`src/rtl/mips_pkg.sv`:
```
// mips_pkg: constants shared by the MIPS core front end.
//   RESET_PC_C / ILLOP_PC_C / XADR_PC_C : reset, interrupt and exception vectors
//   NOP_INSTR                           : all-zero word (sll $0,$0,0), used for bubbles
//   KERNEL_BIT                          : PC bit holding the supervisor flag
//   pc_plus4()                          : sequential PC that keeps the kernel bit
package mips_pkg;
  localparam logic [31:0] RESET_PC_C = 32'h8000_0000;
  localparam logic [31:0] ILLOP_PC_C = 32'h8000_0004;
  localparam logic [31:0] XADR_PC_C  = 32'h8000_0008;
  localparam logic [31:0] NOP_INSTR  = 32'h0000_0000;
  localparam int          KERNEL_BIT = 31;

  // The low 31 bits wrap on their own, so user code can never carry into kernel mode.
  function automatic logic [31:0] pc_plus4(input logic [31:0] pc);
    return {pc[KERNEL_BIT], pc[30:0] + 31'd4};
  endfunction
endpackage

```
`src/rtl/fetch_pc_sel.sv`:
```
// fetch_pc_sel: combinational next-PC priority mux for the fetch stage.
//   in : pc_q, exc/irq/redirect/stall/flush events, redirect target, rom overflow
//   out: next_pc, ifid_bubble (squash IF/ID), ifid_hold (keep IF/ID),
//        vector_taken (exception/interrupt vector entered this cycle)
// Macro FETCH_OVF_EXC_EN: rom_ovf_i becomes a fetch exception.
module fetch_pc_sel
  import mips_pkg::*;
#(
  parameter logic [31:0] ILLOP_PC = ILLOP_PC_C,
  parameter logic [31:0] XADR_PC  = XADR_PC_C
) (
  input  logic [31:0] pc_q,
  input  logic        exc_i,
  input  logic        irq_i,
  input  logic        redirect_i,
  input  logic [31:0] redirect_pc_i,
  input  logic        stall_i,
  input  logic        flush_i,
  input  logic        rom_ovf_i,
  output logic [31:0] next_pc,
  output logic        ifid_bubble,
  output logic        ifid_hold,
  output logic        vector_taken
);
  logic kernel;
  assign kernel = pc_q[KERNEL_BIT];

  // Branch targets are word aligned; the two low bits carry no information.
  logic [1:0] unused_rpc_lo;
  assign unused_rpc_lo = redirect_pc_i[1:0];

`ifdef FETCH_OVF_EXC_EN
  logic fetch_exc;
  assign fetch_exc = rom_ovf_i;
`else
  logic fetch_exc;
  logic unused_ovf;
  assign fetch_exc  = 1'b0;
  assign unused_ovf = rom_ovf_i;
`endif

  always_comb begin
    next_pc      = pc_plus4(pc_q);
    ifid_bubble  = flush_i;
    ifid_hold    = 1'b0;
    vector_taken = 1'b0;
    if (exc_i) begin
      next_pc      = XADR_PC;
      ifid_bubble  = 1'b1;
      vector_taken = 1'b1;
    end else if (fetch_exc) begin
      // A bad fetch inside the handler would loop on the vector; park instead.
      ifid_bubble = 1'b1;
      if (kernel) begin
        next_pc = pc_q;
      end else begin
        next_pc      = XADR_PC;
        vector_taken = 1'b1;
      end
    end else if (irq_i && !kernel) begin
      next_pc      = ILLOP_PC;
      ifid_bubble  = 1'b1;
      vector_taken = 1'b1;
    end else if (redirect_i) begin
      next_pc     = {redirect_pc_i[31:2], 2'b00};
      ifid_bubble = 1'b1;
    end else if (stall_i) begin
      next_pc   = pc_q;
      ifid_hold = !flush_i;
    end
  end
endmodule

```
`src/rtl/if_fetch_stage.sv`:
```
// if_fetch_stage: MIPS instruction-fetch stage. Owns the PC, addresses the
// combinational instruction ROM and registers the fetched word into IF/ID.
//   clk, reset (sync, active high)
//   stall_i, flush_i, redirect_i/redirect_pc_i, irq_i, exc_i : next-PC events
//   rom_addr_o / rom_data_i / rom_ovf_i                       : instruction ROM
//   pc_o, ifid_valid_o, ifid_instr_o, ifid_pc4_o              : PC and IF/ID
//   irq_taken_o, epc_o                                        : vector entry, return PC
// Macro FETCH_OVF_EXC_EN: treat ROM overflow as a fetch exception.
module if_fetch_stage
  import mips_pkg::*;
#(
  parameter logic [31:0] RESET_PC = RESET_PC_C,
  parameter logic [31:0] ILLOP_PC = ILLOP_PC_C,
  parameter logic [31:0] XADR_PC  = XADR_PC_C
) (
  input  logic        clk,
  input  logic        reset,
  input  logic        stall_i,
  input  logic        flush_i,
  input  logic        redirect_i,
  input  logic [31:0] redirect_pc_i,
  input  logic        irq_i,
  input  logic        exc_i,
  output logic [30:0] rom_addr_o,
  input  logic [31:0] rom_data_i,
  input  logic        rom_ovf_i,
  output logic [31:0] pc_o,
  output logic        ifid_valid_o,
  output logic [31:0] ifid_instr_o,
  output logic [31:0] ifid_pc4_o,
  output logic        irq_taken_o,
  output logic [31:0] epc_o
);
  logic [31:0] pc_q, pc_d;
  logic        ifid_valid_q, ifid_valid_d;
  logic [31:0] ifid_instr_q, ifid_instr_d;
  logic [31:0] ifid_pc4_q, ifid_pc4_d;
  logic        irq_taken_q, irq_taken_d;
  logic [31:0] epc_q, epc_d;

  logic [31:0] next_pc, pc4;
  logic        ifid_bubble, ifid_hold, vector_taken;

  assign pc4 = pc_plus4(pc_q);

  fetch_pc_sel #(.ILLOP_PC(ILLOP_PC), .XADR_PC(XADR_PC)) u_pc_sel (
    .pc_q          (pc_q),
    .exc_i         (exc_i),
    .irq_i         (irq_i),
    .redirect_i    (redirect_i),
    .redirect_pc_i (redirect_pc_i),
    .stall_i       (stall_i),
    .flush_i       (flush_i),
    .rom_ovf_i     (rom_ovf_i),
    .next_pc       (next_pc),
    .ifid_bubble   (ifid_bubble),
    .ifid_hold     (ifid_hold),
    .vector_taken  (vector_taken)
  );

  always_comb begin
    pc_d         = next_pc;
    ifid_valid_d = 1'b1;
    ifid_instr_d = rom_data_i;
    ifid_pc4_d   = pc4;
    irq_taken_d  = vector_taken;
    // The victim at pc_q never issues, so the handler returns to pc_q via $k0-4.
    epc_d        = vector_taken ? pc4 : epc_q;
    if (ifid_bubble) begin
      // Bubbles leave pc4 alone so a stale link value is never mistaken for a new one.
      ifid_valid_d = 1'b0;
      ifid_instr_d = NOP_INSTR;
      ifid_pc4_d   = ifid_pc4_q;
    end else if (ifid_hold) begin
      ifid_valid_d = ifid_valid_q;
      ifid_instr_d = ifid_instr_q;
      ifid_pc4_d   = ifid_pc4_q;
    end
  end

  always_ff @(posedge clk) begin
    if (reset) begin
      pc_q         <= RESET_PC;
      ifid_valid_q <= 1'b0;
      ifid_instr_q <= NOP_INSTR;
      ifid_pc4_q   <= 32'h0;
      irq_taken_q  <= 1'b0;
      epc_q        <= 32'h0;
    end else begin
      pc_q         <= pc_d;
      ifid_valid_q <= ifid_valid_d;
      ifid_instr_q <= ifid_instr_d;
      ifid_pc4_q   <= ifid_pc4_d;
      irq_taken_q  <= irq_taken_d;
      epc_q        <= epc_d;
    end
  end

  assign rom_addr_o   = pc_q[30:0];
  assign pc_o         = pc_q;
  assign ifid_valid_o = ifid_valid_q;
  assign ifid_instr_o = ifid_instr_q;
  assign ifid_pc4_o   = ifid_pc4_q;
  assign irq_taken_o  = irq_taken_q;
  assign epc_o        = epc_q;
endmodule

```
`config.mk`:
```
export PLATFORM = sky130hd
export DESIGN_NAME = if_fetch_stage
export DESIGN_NICKNAME = d
export VERILOG_FILES = /design/src/rtl/mips_pkg.sv /design/src/rtl/fetch_pc_sel.sv /design/src/rtl/if_fetch_stage.sv
export SDC_FILE = /design/constraint.sdc
export NUM_CORES = 1
export LEC_CHECK = 0
export BUFFER_PORTS_ARGS = -buffer_cell sky130_fd_sc_hd__buf_2
export CORE_UTILIZATION = 45
export CTS_BUF_LIST = sky130_fd_sc_hd__clkbuf_8 sky130_fd_sc_hd__clkbuf_16
export CTS_CLUSTER_SIZE = 16
export DETAILED_ROUTE_END_ITERATION = 12
export GPL_TIMING_DRIVEN = 0
export PLACE_DENSITY = 0.76
export SETUP_SLACK_MARGIN = 0.02
export SLEW_MARGIN = 20
export SYNTH_ARGS = -nofsm -noshare
export SYNTH_HDL_FRONTEND = slang
export SYNTH_SLANG_ARGS = --single-unit
```
`constraint.sdc`:
```
create_clock -name clk -period 2.15 [get_ports clk]
set_clock_uncertainty 0.05 [all_clocks]
set_input_delay 0.43 -clock clk [delete_from_list [all_inputs] [get_ports clk]]
set_output_delay 0.43 -clock clk [all_outputs]
set_load 0.03 [all_outputs]
```
# Word level (Yosys, flattened, before mapping)
# Cells that the tools add are included.
# Widths: inputs -> output; s select.
# word_totals
reg_bits	130
in_bits	72
out_inout_bits	161
word_cells	37
# op_classes
addsub	1
n_eq_ne	3
muxes	13
bitwise_logic	2
reduce_logical	8
# ops
op	count
$mux 32	1
$add 31x3->31 const B	1
$mux 31	1
$mux 1	9
$mux 4	2
$ne 4x1->1 const B	1
$reduce_or 2->1	2
$reduce_or 4->1	1
$ne 3x1->1 const B	1
$reduce_or 3->1	1
$logic_not 1->1	2
$ne 2x1->1 const B	1
$not 1->1	2
$reduce_and 2->1	1
$logic_and 1x1->1	1

# Depth between registers and ports, before layout
# logic_depth
ltp_word	7
ltp_mapped	7
mapped_depth_nobuf	6

# Hierarchy
# Synthesis repeated with hierarchy kept, for this count alone.
# unflattened
cells_unflattened	700
area_unflattened_um2	6188.4
# modules_own_cells
module	instances	cells_per_inst	area_per_inst_um2	seq_area_each_um2
if_fetch_stage	1	527	5121.2	2602.5
fetch_pc_sel	1	173	1067.3	0.0

# Least setup slack after synthesis
# No wires, ideal clock.
# synth_path
path_type	register to register
from	reg pc_q[2], in the netlist pc_o[2]
to	reg epc_q[24], in the netlist epc_o[24]
setup_time_ns	0.086
arrival_ns	1.916
required_ns	2.014
slack_ns	0.099
path_stages_with_launch	7
n_path_buf	0
period_less_slack_ns	2.051
path_cell_list	dfxtp_1 > ha_1 > nand3_1 > nor3_1 > nand4_1 > xor2_1 > a211oi_1
# synth_via
elab_chain_cells	1
# synth_lines
element	line_no	source
start, declared	if_fetch_stage.sv:34	logic [31:0] pc_q, pc_d;
start signal, assigned	if_fetch_stage.sv:90	pc_q <= pc_d;
$add 31x3->31	mips_pkg.sv:15	return {pc[KERNEL_BIT], pc[30:0] + 31'd4};
end signal, assigned	if_fetch_stage.sv:95	epc_q <= epc_d;
end, declared	if_fetch_stage.sv:39	logic [31:0] epc_q, epc_d;
# Every way passes these cells.
# A chain may end at the register's enable or synchronous reset.

# Worst setup path after layout
# layout_path
from	reg pc_q[11], in the netlist pc_o[11]
to	reg ifid_pc4_q[23], in the netlist ifid_pc4_o[23]
# layout_via
elab_chain_cells	1
# layout_lines
element	line_no	source
$add 31x3->31	mips_pkg.sv:15	
end signal, assigned	if_fetch_stage.sv:93	ifid_pc4_q <= ifid_pc4_d;
end, declared	if_fetch_stage.sv:37	logic [31:0] ifid_pc4_q, ifid_pc4_d;
# Every way passes these cells.

==> out/qor.csv <==
metric,value,unit
Reg-to-Reg Start,pc_o[11],
# rows,40,
Synth cell types,44,
antenna-violating nets left,0,
final hold violation count,0,
Reg power frac,42.8,%
layout cells sized above 1,41.94,%
gpl congestion,0.8776,
peak supply drop,0.0004929,V
Net Sw Power,1.526,mW
worst-path maximum fanout,7,
worst r2r path cells,5,
final setup fails,0,
cells after synthesis,613,
Die Area,12910,sq um
drc violations,0,
maximum clock frequency,491.9,MHz
Most used DFF post-synth,dfxtp_1,
CP endpoint,ifid_pc4_o[23],
initial antenna violation count,0,
Comb power frac,13.5,%
"top cells by area, synth","dfxtp_1 (44%), o221a_2 (6.2%), a211oi_1 (5.9%), nor2_1 (5.8%), buf_4 (5.1%)",
Sw Share,26.44,%
vias in the first global route,4934,
Routed Wire Length,16550,um
Post-synth EDFFs,0,
die width,113.6,um
TritonCTS buffer count,17,
grt ovf,0,
pin count of the biggest net entering global routing,17,
P_int,4.244,mW
WS Path Type,register to register,
DR iter-0 viols,416,
Post-DP HPWL,12400,um
pre-CTS WS,-0.2417,ns
placed inst area,6939,sq um
cell breakdown of the critical path,"nand4_1, nor4_4, nand2_1, xor2_1, a211oi_1",
Worst-path clk slew,0.05,ns
Crit. End Element,register,
status,finished clean,
GRT Util Overall,25.40,%
Inst Count DP,1007,
final non-filler cell area,7541,sq um
P&R area growth vs syn,34.50,%
slowest library cell on the worst path,dfxtp_1,
CORE AREA,12060,sq um
first-pass GRT wire length,25110,um
Hold Slack,0.1868,ns
Hold Path Class,input pin to register,
reg-to-reg critical path endpoint,ifid_pc4_o[23],
via count,5370,
"leading cell types in the layout, fill and taps excluded","buf_2 (232), dfxtp_1 (121), nor2_1 (85)",
Critical Path RT,2.38,ns
Final Max Slew Viols,0,
Clock Sinks,124,
Yosys warnings,0,
Yosys top cell area share,44.28,%
drt via density,5.183,
Power Dens Cells,765.2,nW/um^2
CTS tree,built,
clock power share,43.7,%
total power draw,5.770,mW
maximum buffer depth of the clock tree,2,
Slew HR,58.00,%
Synth async-reset ratio,0,%
cell taking the most area after synthesis,dfxtp_1,
"setup slack, reg-to-reg",0.12,ns
DR pass1 iterations,5,
Root Buffer,clkbuf_16,
"most common cell after layout, fill and taps aside",buf_2,
Setup TNS,0,ns
P_leak,3.538,nW
Layout Cells excl Fill,1036,
"FF+latch count, synth",124,
Critical Path Source,pc_o[11],
max incr delay on CP,0.53,ns
WL/cell,15.98,um
fillcell total,1066,
# nets final,934,
register area share after synthesis,44.28,%
Worst EP arrival,2.26,ns
Initial Util,46.48,%
PortBufs,219,
"Core Util, Final",62.52,%
IO Pins,233,
Hold Crit Depth,3,
fin worst setup slack,0.1172,ns
worst-skew pair later-pin latency,0.42,ns
chip height,113.6,um
Tmin final,2.033,ns
Worst Tran Pin Value,0.6299,ns
Mapped Area,5607,sq um
FF+latch area,2486,sq um
Final Cycle Share,94.55,%
Post-Syn Area per Cell,9.146,sq um
Multi-input gate area,2630,sq um
max_cap viols,0,
n_diodes,0,
H-Tree Level Count,4,
worst min-delay path startpoint,redirect_pc_i[31],
CP startpoint kind,register,
## cell families (layout without fill, tap and decap cells)
logic type      count (synthesis)  after routing  synth area share (%)
flops                         124            124                 44.28
buf+inv                        88            336                 10.42
other cells                     1              8               0.06689
mux                             4              4                0.7142
compound gates                137            137                 18.03
simple gates                  204            204                 17.83
xor+xnor                       54             54                 8.436
fa+ha+maj                       1              1                0.2231
## critical path: cells and delay by family, from the launching register on
kind	cells	cell delay, ns
AOI/OAI and AO/OA	1	0.13
xor gates and xnor gates	1	0.30
DFF	1	0.53
and+or+nand+nor	3	0.89
## cell type report
class	instances	share of cell area [%]
clock inverter	7	0.7466
multi-input combinational	408	34.88
buffer	84	7.583
timing repair buffer	222	14.83
clock buffer	19	6.006
sequential	124	32.97
inverter	4	0.1991
tap	168	2.787
## synth_stat cells (3+ instances only)
cell type,n
nor3_1,23
nor2_1,87
nand2_1,36
nand4_1,17
and3_1,5
mux2i_1,4
buf_6,4
xnor2_1,24
clkbuf_1,19
dfxtp_1,124
a211oi_1,44
o21ai_0,28
inv_1,3
clkbuf_8,5
xor2_1,30
o221a_2,31
nand3_1,14
buf_4,38
buf_2,14
a21oi_1,29
## layer usage
metal  global-route usage, %  routed length, um  vias up
li1                        -                  -     2616
met1                   31.23               7075     2484
met2                   41.46               7825      238
met3                   7.598               1225       32
met4                   10.44                425        0
met5                       0                  0        -
## how the worst min path moves through the flow
stage	to	slack, ns
3_5_place_dp	ifid_pc4_o[31]	0.40
4_1_cts	pc_o[31]	0.17
6_report	pc_o[31]	0.19
5_1_grt	pc_o[31]	0.19
2_1_floorplan	ifid_pc4_o[31]	0.42
3_3_place_gp	ifid_pc4_o[31]	0.39
## power by group through the flow
stage               registers (mW)  clock network [mW]  logic, mW
floorplan                     2.67                   0      0.357
global placement              2.51                   0      0.760
detailed placement            2.51                   0      0.771
CTS                           2.47                2.54      0.777
global route                  2.48                2.66      0.831
finish                        2.47                2.52      0.779
## state kept, by name, summed over array words and instances, names as in the netlist
| register | count |
|---|---|
| ifid_instr_o | 32 |
| epc_o | 30 |
| ifid_pc4_o | 30 |
| pc_o | 30 |
| ifid_valid_o | 1 |
| irq_taken_o | 1 |
## repair_timing
item / CTS / global route
gates cloned: 0 / 0
setup endpoints to repair: 20 / 59
buffers inserted: 1 / 2
hold endpoints to repair: 0 / 0
resized for setup: 6 / 10
pin swaps: 1 / 2
hold buffers: 0 / 0
Power figures use the tool's default switching activity.
